--- src/rtl/seg_display_reader.sv ---
// Passive receiver for the scanned 6-digit seven-segment bus: settles each digit,
// decodes it back to BCD and publishes one coherent frame once all six slots are seen.
module seg_display_reader #(
  parameter int SETTLE         = 16,
  parameter int TIMEOUT        = 2_000_000,
  parameter bit SEG_ACTIVE_LOW = 1'b1,
  parameter bit SEL_ACTIVE_LOW = 1'b0
) (
  input  logic        clk,
  input  logic        resetBtn_n,
  input  logic [6:0]  segIn,
  input  logic [5:0]  digitSelIn,
  output logic [23:0] digitsBcd,
  output logic [5:0]  blankMask,
  output logic        frameValid,
  output logic        frameChanged,
  output logic        segErr,
  output logic        stale
);

  localparam int CW = $clog2(SETTLE + 1);
  localparam int TW = $clog2(TIMEOUT + 1);

  logic [6:0]  seg_s1_q, seg_s1_d, seg_s2_q, seg_s2_d, seg_prev_q, seg_prev_d;
  logic [5:0]  sel_s1_q, sel_s1_d, sel_s2_q, sel_s2_d, sel_prev_q, sel_prev_d;
  logic [CW-1:0] hold_q, hold_d;
  logic [23:0] shadow_digits_q, shadow_digits_d;
  logic [5:0]  shadow_blank_q, shadow_blank_d;
  logic [5:0]  slot_seen_q, slot_seen_d;
  logic [23:0] digits_q, digits_d;
  logic [5:0]  blank_q, blank_d;
  logic        frame_valid_q, frame_valid_d;
  logic        frame_changed_q, frame_changed_d;
  logic        seg_err_q, seg_err_d;
  logic [TW-1:0] to_cnt_q, to_cnt_d;
  logic        stale_q, stale_d;

  logic [6:0]  seg_n;
  logic [5:0]  sel_n;
  logic        same, sel_any, sel_onehot, reach, capture, multi_err, frame_done;
  logic [2:0]  cap_idx;
  logic [5:0]  dec;

  // Returns {err, blank, nibble} for an active-high {g,f,e,d,c,b,a} pattern.
  function automatic logic [5:0] decode_seg(input logic [6:0] s);
    case (s)
      7'h3F:   decode_seg = 6'b00_0000;
      7'h06:   decode_seg = 6'b00_0001;
      7'h5B:   decode_seg = 6'b00_0010;
      7'h4F:   decode_seg = 6'b00_0011;
      7'h66:   decode_seg = 6'b00_0100;
      7'h6D:   decode_seg = 6'b00_0101;
      7'h7D:   decode_seg = 6'b00_0110;
      7'h07:   decode_seg = 6'b00_0111;
      7'h7F:   decode_seg = 6'b00_1000;
      7'h6F:   decode_seg = 6'b00_1001;
      7'h00:   decode_seg = 6'b01_1111;
      default: decode_seg = 6'b10_1110;
    endcase
  endfunction

  always_comb begin
    seg_s1_d   = segIn;
    seg_s2_d   = seg_s1_q;
    sel_s1_d   = digitSelIn;
    sel_s2_d   = sel_s1_q;
    seg_n      = SEG_ACTIVE_LOW ? ~seg_s2_q : seg_s2_q;
    sel_n      = SEL_ACTIVE_LOW ? ~sel_s2_q : sel_s2_q;
    seg_prev_d = seg_n;
    sel_prev_d = sel_n;

    same       = (seg_n == seg_prev_q) && (sel_n == sel_prev_q);
    sel_any    = |sel_n;
    sel_onehot = sel_any && ((sel_n & (sel_n - 6'd1)) == 6'd0);

    // One counter serves both one-hot capture and multi-hot error detection.
    if (same && sel_any) begin
      hold_d = (hold_q == CW'(SETTLE)) ? hold_q : hold_q + 1'b1;
    end else begin
      hold_d = '0;
    end
    reach     = same && sel_any && (hold_q == CW'(SETTLE - 1));
    capture   = reach && sel_onehot;
    multi_err = reach && !sel_onehot;

    cap_idx = 3'd0;
    for (int i = 0; i < 6; i++) begin
      if (sel_n[i]) cap_idx = 3'(i);
    end
    dec = decode_seg(seg_n);

    frame_done = (slot_seen_q == 6'h3F);

    shadow_digits_d = shadow_digits_q;
    shadow_blank_d  = shadow_blank_q;
    slot_seen_d     = frame_done ? 6'h00 : slot_seen_q;
    if (capture) begin
      shadow_digits_d[4*cap_idx +: 4] = dec[3:0];
      shadow_blank_d[cap_idx]         = dec[4];
      slot_seen_d[cap_idx]            = 1'b1;
    end

    // Publishing uses the pre-capture shadow so a same-edge capture starts the next frame.
    digits_d        = frame_done ? shadow_digits_q : digits_q;
    blank_d         = frame_done ? shadow_blank_q : blank_q;
    frame_valid_d   = frame_done;
    frame_changed_d = frame_done &&
                      ({shadow_digits_q, shadow_blank_q} != {digits_q, blank_q});

    seg_err_d = seg_err_q | multi_err | (capture & dec[5]);

    if (frame_done) begin
      to_cnt_d = '0;
    end else if (to_cnt_q == TW'(TIMEOUT)) begin
      to_cnt_d = to_cnt_q;
    end else begin
      to_cnt_d = to_cnt_q + 1'b1;
    end
    stale_d = frame_done ? 1'b0 : (stale_q | (to_cnt_d == TW'(TIMEOUT)));
  end

  always_ff @(posedge clk or negedge resetBtn_n) begin
    if (!resetBtn_n) begin
      seg_s1_q        <= '0;
      seg_s2_q        <= '0;
      seg_prev_q      <= '0;
      sel_s1_q        <= '0;
      sel_s2_q        <= '0;
      sel_prev_q      <= '0;
      hold_q          <= '0;
      shadow_digits_q <= '0;
      shadow_blank_q  <= '0;
      slot_seen_q     <= '0;
      digits_q        <= '0;
      blank_q         <= 6'h3F;
      frame_valid_q   <= 1'b0;
      frame_changed_q <= 1'b0;
      seg_err_q       <= 1'b0;
      to_cnt_q        <= '0;
      stale_q         <= 1'b1;
    end else begin
      seg_s1_q        <= seg_s1_d;
      seg_s2_q        <= seg_s2_d;
      seg_prev_q      <= seg_prev_d;
      sel_s1_q        <= sel_s1_d;
      sel_s2_q        <= sel_s2_d;
      sel_prev_q      <= sel_prev_d;
      hold_q          <= hold_d;
      shadow_digits_q <= shadow_digits_d;
      shadow_blank_q  <= shadow_blank_d;
      slot_seen_q     <= slot_seen_d;
      digits_q        <= digits_d;
      blank_q         <= blank_d;
      frame_valid_q   <= frame_valid_d;
      frame_changed_q <= frame_changed_d;
      seg_err_q       <= seg_err_d;
      to_cnt_q        <= to_cnt_d;
      stale_q         <= stale_d;
    end
  end

  assign digitsBcd    = digits_q;
  assign blankMask    = blank_q;
  assign frameValid   = frame_valid_q;
  assign frameChanged = frame_changed_q;
  assign segErr       = seg_err_q;
  assign stale        = stale_q;

endmodule

--- config.mk ---
export PLATFORM = sky130hd
export DESIGN_NAME = seg_display_reader
export DESIGN_NICKNAME = d
export VERILOG_FILES = /design/src/rtl/seg_display_reader.sv
export SDC_FILE = /design/constraint.sdc
export NUM_CORES = 1
export LEC_CHECK = 0
export BUFFER_PORTS_ARGS = -buffer_cell sky130_fd_sc_hd__clkbuf_2
export CAP_MARGIN = 20
export CORE_MARGIN = 5
export CORE_UTILIZATION = 40
export CTS_BUF_LIST = sky130_fd_sc_hd__clkbuf_2 sky130_fd_sc_hd__clkbuf_4 sky130_fd_sc_hd__clkbuf_8
export CTS_CLUSTER_DIAMETER = 100
export DETAILED_ROUTE_END_ITERATION = 10
export PLACE_DENSITY = 0.55
export SKIP_LAST_GASP = 1
export SLEW_MARGIN = 20
export SYNTH_ARGS = -nofsm -noshare
export SYNTH_HDL_FRONTEND = slang
export SYNTH_SLANG_ARGS = --single-unit
--- constraint.sdc ---
create_clock -name clk -period 3 [get_ports clk]
set_input_delay 0.15 -clock clk [delete_from_list [all_inputs] [get_ports clk]]
set_output_delay 0.15 -clock clk [all_outputs]
set_load 0.05 [all_outputs]
==> flow_summary.yaml, run 1 <==
logic_synthesis:
  yosys_register_bits: 135
  number_of_enable_type_register_cells_in_the_synthesized_netlist: 0
  synth-async-reset-ratio_pct: 100.0
  postSynthAreaPerCell_um2: 10.45
  syn-cell-area_um2: 6355
  postSynth.topFlopCell: "dfrtp_1"
  synth_nets: 633
  synth.most_common_cell: "dfrtp_1"
  synth_seq_area_share_pct: 53.30
  synth_cell_types: 62
  synthTopCellsByArea: "dfrtp_1 (50%), nand2_1 (6.0%), xnor2_1 (5.9%)"
  post-synth-top-area-fraction_pct: 50.40
  post-synth-top-area-cell: "dfrtp_1"
  gate_count_after_technology_mapping: 608
  total_of_warnings_raised_by_yosys: 0
  ys_top_cells_by_count: "dfrtp_1 (128), nand2_1 (102), nor2_1 (47)"
clocking:
  postCtsSetupBuffers: 0
  clock_tree_from_tritoncts: "done"
  tritoncts_num_sinks: 135
  h_tree_depth: 4
  cts_resized: 0
  clock_input_transition_at_the_sequential_cells_of_the_worst_setup_and_hold_paths_ns: 0.08
  cts_root_buffer: "clkbuf_8"
  maximum_buffer_depth_of_the_clock_tree: 2
  cts_made_buffers: 17
  insertion_delay_ns: 0.44
layout:
  synthToLayoutAreaGrowth_pct: 16.46
  fin_nets: 700
  n_fill_cell: 1480
  drive_gt1_share_pct: 19.62
  multi_input_comb_area_um2: 2756
  ff_latch_area_um2: 3387
  antennaDiodeCount: 0
  postLayoutCoreUtil_pct: 47.10
  layoutNonFillerInstCount: 904
detailed_routing:
  ant_nets: 0
  initialDrtViolationCount: 272
  detail_route.wl_per_cell_um: 15.53
  routed-via-count: 4519
  drc: 0
  drt-pass1-iter-count: 4
  routed_via_density: 4.999
  totalWireLength_um: 14040
pwr:
  p_sw_share_pct: 22.80
  p_int_uw: 2781
  power_frac_seq_pct: 52.0
  comb_power_share_pct: 4.6
  power_leakage_uw: 0.003420
  ir_worst_vdd_mv: 0.2837
  power_switching_uw: 821.3
  power.clock.fraction_pct: 43.4
  power.density_cell_area_nw_per_um2: 486.8
timing:
  fin_skew_ns: 0.01008
  slew_headroom_pct: 47.05
  period_needed_ns: 2.715
  layout_worst_path_cycle_share_pct: 90.50
  fmaxAchievable_mhz: 368.3
  finalHoldWorstSlack_ns: 0.3320
  worst-slew-pin-transition_ns: 0.7833
  grt_setup_unrepaired: "false"
  timing_hold_violations_final: 0
  finalSetupTns_ns: 0
  final-max-slew-violation-count: 0
  setup_violations: 0
global_routing:
  first_pass_grt_wire_length_um: 23760
  grt.overflow.total: 0
  grt_pass1_vias: 4575
  antenna_found_initial: 0
  grt_util_all_layers_pct: 16.39
  grt_start_max_net_pins: 84
placement:
  place.detailed.instances: 858
  place_hpwl_um: 10160
  gp_congestion: 0.8100
  io_port_bufs: 48
floorplan:
  floorplan.core_area_um2: 15710
  ios: 49
  cell_row_count: 46
  die_x_um: 136.0
  chipHeight_um: 136.0
  die_area_um2: 18510
  start_util_pct: 40.44
critical_path:
  reg2reg_to: "shadow_blank_q[2]"
  worstPathArrival_ns: 3.04
  worst_ep_required_time_ns: 3.33
  critical_path.startpoint_type: "register"
  timing.critical_path.to_type: "register"
  reg2reg_setup_slack_ns: 0.28
  top_fanout_value_on_the_critical_path: 9
  worst_r2r_startpoint: "sel_n[3]"
  worst_r2r_path_depth: 6
  path_class: "reg2reg"
min_path:
  min-delay-path-class: "in2async"
job:
  cap_viol_max_count: 0
outcome:
  outcome: "complete, no violations"
[placed cells by master (no fill, tap or decap), types with 3 or more instances in the layout]
master / count
dfrtp_1: 128
nand2_1: 102
nor2_1: 47
clkbuf_2: 47
xnor2_1: 43
inv_1: 27
mux2_2: 22
nand4_1: 20
xor2_1: 20
o21ai_0: 19
clkbuf_8: 19
nand3_1: 18
dlygate4sd3_1: 14
a21oi_1: 11
ha_1: 10
nor3_1: 8
or3_1: 8
buf_4: 8
nor4_1: 7
mux2i_1: 7
dfstp_2: 7
and2_1: 6
nand2b_1: 5
or2_2: 4
a21o_1: 4
nor4b_1: 4
clkinv_2: 4
and3_1: 3
a211oi_1: 3
and4_1: 3
nor3_4: 3
nand3b_1: 3
nor3b_1: 3
a31oi_1: 3
bufinv_16: 3
clkinvlp_4: 3
[worst max-delay path: stages, from the launching register on]
cell and delay (ns):
dfrtp_1 0.53, nor3_2 0.31, nor4b_2 0.27, a311oi_1 0.15
a2111o_4 0.64, nor4b_4 0.35, mux2_1 0.35
[metal layers]
metal	up-vias	GRT usage [%]	wire length, µm
met3	15	4.478	536
li1	2198	-	-
met4	0	5.487	193
met1	2226	22.61	6720
met2	80	25.04	6587
met5	-	0	0
[timing repair]
item,CTS,global route
setup endpoints to repair,0,0
hold buffers,14,0
endpoints found under the hold margin,88,0
[worst max path at each step]
stage,startpoint,to,slack [ns],cells after the start
finish,sel_n[3],shadow_blank_q[2],0.28,6
global route,sel_n[3],shadow_digits_q[13],0.01,6
CTS,sel_n[3],shadow_blank_q[2],0.26,6
detailed placement,sel_n[3],shadow_blank_q[2],0.27,6
global placement,sel_n[3],shadow_blank_q[2],0.39,6
floorplan,sel_n[2],shadow_digits_q[12],0.37,11
[per-stage QoR]
step                      power, µW  area [µm²]  worst slack, ns
after global routing           3786        7401          0.01196
final                          3602        7401           0.2849
after floorplan                1984        6355           0.3712
after global placement         2057        6842           0.3936
after CTS                      3670        7401           0.2592
after detailed placement       2062        6842           0.2706
[sequential cells by signal, summed over array words and instances, names as in the netlist]
| register | count |
|---|---|
| shadow_blank_q | 6 |
| hold_q | 5 |
| stale | 1 |
| segErr | 1 |
| shadow_digits_q | 24 |
| sel_s1_q | 6 |
| to_cnt_q | 21 |
| slot_seen_q | 6 |
| frameChanged | 1 |
| sel_n | 6 |
| sel_prev_q | 6 |
| digitsBcd | 24 |
| seg_s2_q | 7 |
| frameValid | 1 |
| blankMask | 6 |
| seg_s1_q | 7 |
| seg_prev_q | 7 |
[kinds of logic after synthesis]
kind of cell               count (synthesis)  share of synthesized area (%)
muxes                                     30                          5.178
AOI/OAI and AO/OA                         57                          6.025
xor gates and xnor gates                  64                          8.939
DFF                                      135                          53.30
and+or+nand+nor                          262                          21.26
adders and majority gates                 10                          1.969
buffers and inverters                     50                          3.327
[layout make-up]
cell class / count / area share [%]
timing repair buffer: 71 / 6.306
clock inverter: 12 / 2.029
inverter: 27 / 1.369
multi-input combinational: 423 / 37.24
clock buffer: 20 / 3.635
tap: 216 / 3.652
sequential: 135 / 45.77
[power by group through the flow]
stage / Combinational (µW) / Clock [µW] / Sequential, µW
finish: 164 / 1560 / 1870
global route: 188 / 1720 / 1880
CTS: 167 / 1630 / 1870
detailed placement: 152 / 0 / 1910
global placement: 148 / 0 / 1910
floorplan: 91.3 / 0 / 1890
No activity file was read; power rests on OpenSTA's default activity.
==> run 2: changes to the inputs <==
- CELL_PAD_IN_SITES_DETAIL_PLACEMENT: not set -> 1
- CELL_PAD_IN_SITES_GLOBAL_PLACEMENT: not set -> 1
- PLACE_DENSITY: 0.55 -> 0.67
- SETUP_SLACK_MARGIN: not set -> 0.05
==> flow_summary.yaml, run 2 (synthesized netlist as in run 1, its figures left out) <==
pwr:
  power_switching_uw: 807.2
  comb_power_share_pct: 4.7
  power.density_cell_area_nw_per_um2: 475.1
  ir_worst_vdd_mv: 0.2578
  power.clock.fraction_pct: 41.8
  power_leakage_uw: 0.003412
  p_sw_share_pct: 23.01
  power_frac_seq_pct: 53.5
  p_int_uw: 2700
global_routing:
  antenna_found_initial: 0
  first_pass_grt_wire_length_um: 24850
  groute.layer.met1.usage_pct: 23.86
  grt_pass1_vias: 4749
  grt_util_all_layers_pct: 17.25
  grt.met2_usage_pct: 27.05
  grt_start_max_net_pins: 100
  grt_busiest_layer: "met2"
  grt.overflow.total: 0
  grt_use_met3_pct: 3.960
clocking:
  tritoncts_num_sinks: 135
  insertion_delay_ns: 0.45
  clock_tree_from_tritoncts: "done"
  cts_root_buffer: "clkbuf_8"
  maximum_buffer_depth_of_the_clock_tree: 2
  cts_made_buffers: 17
  h_tree_depth: 4
  clock_input_transition_at_the_sequential_cells_of_the_worst_setup_and_hold_paths_ns: 0.07
  postCtsSetupBuffers: 0
layout:
  antennaDiodeCount: 0
  multi_input_comb_area_um2: 2756
  synthToLayoutAreaGrowth_pct: 16.16
  fin_nets: 701
  n_fill_cell: 1758
  layout_common_cells: "dfrtp_1 (128), nand2_1 (102), nor2_1 (47), clkbuf_2 (47), xnor2_1 (43)"
  ff_latch_area_um2: 3387
  final_common_cell: "dfrtp_1"
  drive_gt1_share_pct: 19.74
  postLayoutCoreUtil_pct: 46.98
floorplan:
  cell_row_count: 46
  die_area_um2: 18510
  floorplan.core_area_um2: 15710
  chipHeight_um: 136.0
  die_x_um: 136.0
  start_util_pct: 40.44
  ios: 49
timing:
  fmaxAchievable_mhz: 372.6
  period_needed_ns: 2.684
  slew_headroom_pct: 38.13
  fin_skew_ns: 0.01105
  finalSetupTns_ns: 0
  timing_hold_violations_final: 0
  layout_worst_path_cycle_share_pct: 89.47
  worst-slew-pin-transition_ns: 0.9280
  grt_setup_unrepaired: "false"
  setup_violations: 0
  final-max-slew-violation-count: 0
critical_path:
  cp_slowest_stage_delay_ns: 0.59
  timing.critical_path.to_type: "register"
  critical_path.startpoint_type: "register"
  worst_ep_required_time_ns: 3.33
  worstPathArrival_ns: 3.01
  cp_slowest_cell: "a2111oi_1"
  top_fanout_value_on_the_critical_path: 9
  cell_family_with_most_cp_delay: "simple AND/OR/NAND/NOR gates"
  path_class: "reg2reg"
  critical_path.cell_chain: "xor2_1 -> nor4_1 -> nand3_1 -> a2111oi_1 -> nand4_1 -> mux2_2"
  crit_buf_inv: 0
job:
  cap_viol_max_count: 0
placement:
  io_port_bufs: 48
  place_hpwl_um: 10770
  gp_congestion: 0.8309
detailed_routing:
  ant_nets: 0
  drt-pass1-iter-count: 5
  routed_via_density: 5.061
  initialDrtViolationCount: 220
  totalWireLength_um: 14790
  drc: 0
  routed-via-count: 4580
  detail_route.wl_per_cell_um: 16.34
outcome:
  outcome: "complete, no violations"
min_path:
  min-delay-path-class: "in2async"
==> run 2: path summary, 6_finish.rpt <==
kind / from / to / slack, ns / cells after the start
max: sel_n[3] / shadow_digits_q[15] / 0.32 / 6
min: resetBtn_n / to_cnt_q[19] / 0.35 / 2
max reg2reg: sel_n[3] / shadow_digits_q[15] / 0.32 / 6
min reg2reg: seg_s1_q[2] / seg_s2_q[2] / 0.35 / 0
max in group asynchronous: resetBtn_n / sel_prev_q[5] / 1.90 / 3
min in group clk: segIn[5] / seg_s1_q[5] / 0.35 / 2
==> run 2: repair_timing <==
item	CTS	global route
endpoints found under the hold margin	104	0
resized for setup	0	0
hold buffers	14	0
==> run 2: layer usage <==
| layer | part of all wire (%) | wire, µm |
|---|---|---|
| met5 | 0 | 0 |
| met4 | 1.6 | 232 |
| met3 | 3.2 | 468 |
| met2 | 48 | 7087 |
| met1 | 47 | 6996 |
==> run 2: metrics by stage <==
stage          instance area, µm²  setup slack (ns)  std cells  hold slack [ns]  total power, µW
6_report                     7382            0.3158        905           0.3493             3507
5_1_grt                      7382           0.08083        905           0.3186             3671
4_1_cts                      7382            0.3260        905           0.3091             3571
3_5_place_dp                 6849            0.3305        859           0.2600             2065
3_3_place_gp                 6849            0.3969        859           0.2580             2059
2_1_floorplan                6355            0.3712        608          -0.1456             1984
==> run 2: power by group through the flow <==
stage / sequential (µW) / combinational (µW) / clock, µW
6_report: 1870 / 165 / 1470
2_1_floorplan: 1890 / 91.3 / 0
5_1_grt: 1880 / 189 / 1600
4_1_cts: 1870 / 169 / 1530
3_5_place_dp: 1910 / 155 / 0
3_3_place_gp: 1910 / 151 / 0
==> run 2: layout make-up <==
cell class                 instances  share of cell area (%)
sequential                       135                   45.88
multi-input combinational        423                   37.34
timing repair buffer              72                   6.424
clock buffer                      26                   4.424
tap                              216                   3.661
inverter                          27                   1.373
clock inverter                     6                  0.8983
==> run 2: worst reg2reg max path, stage by stage (launching register included) <==
cell	delay [ns]
dfrtp_1	0.53
xor2_1	0.22
nor4_1	0.41
nand3_1	0.16
a2111oi_1	0.59
nand4_1	0.32
mux2_2	0.36
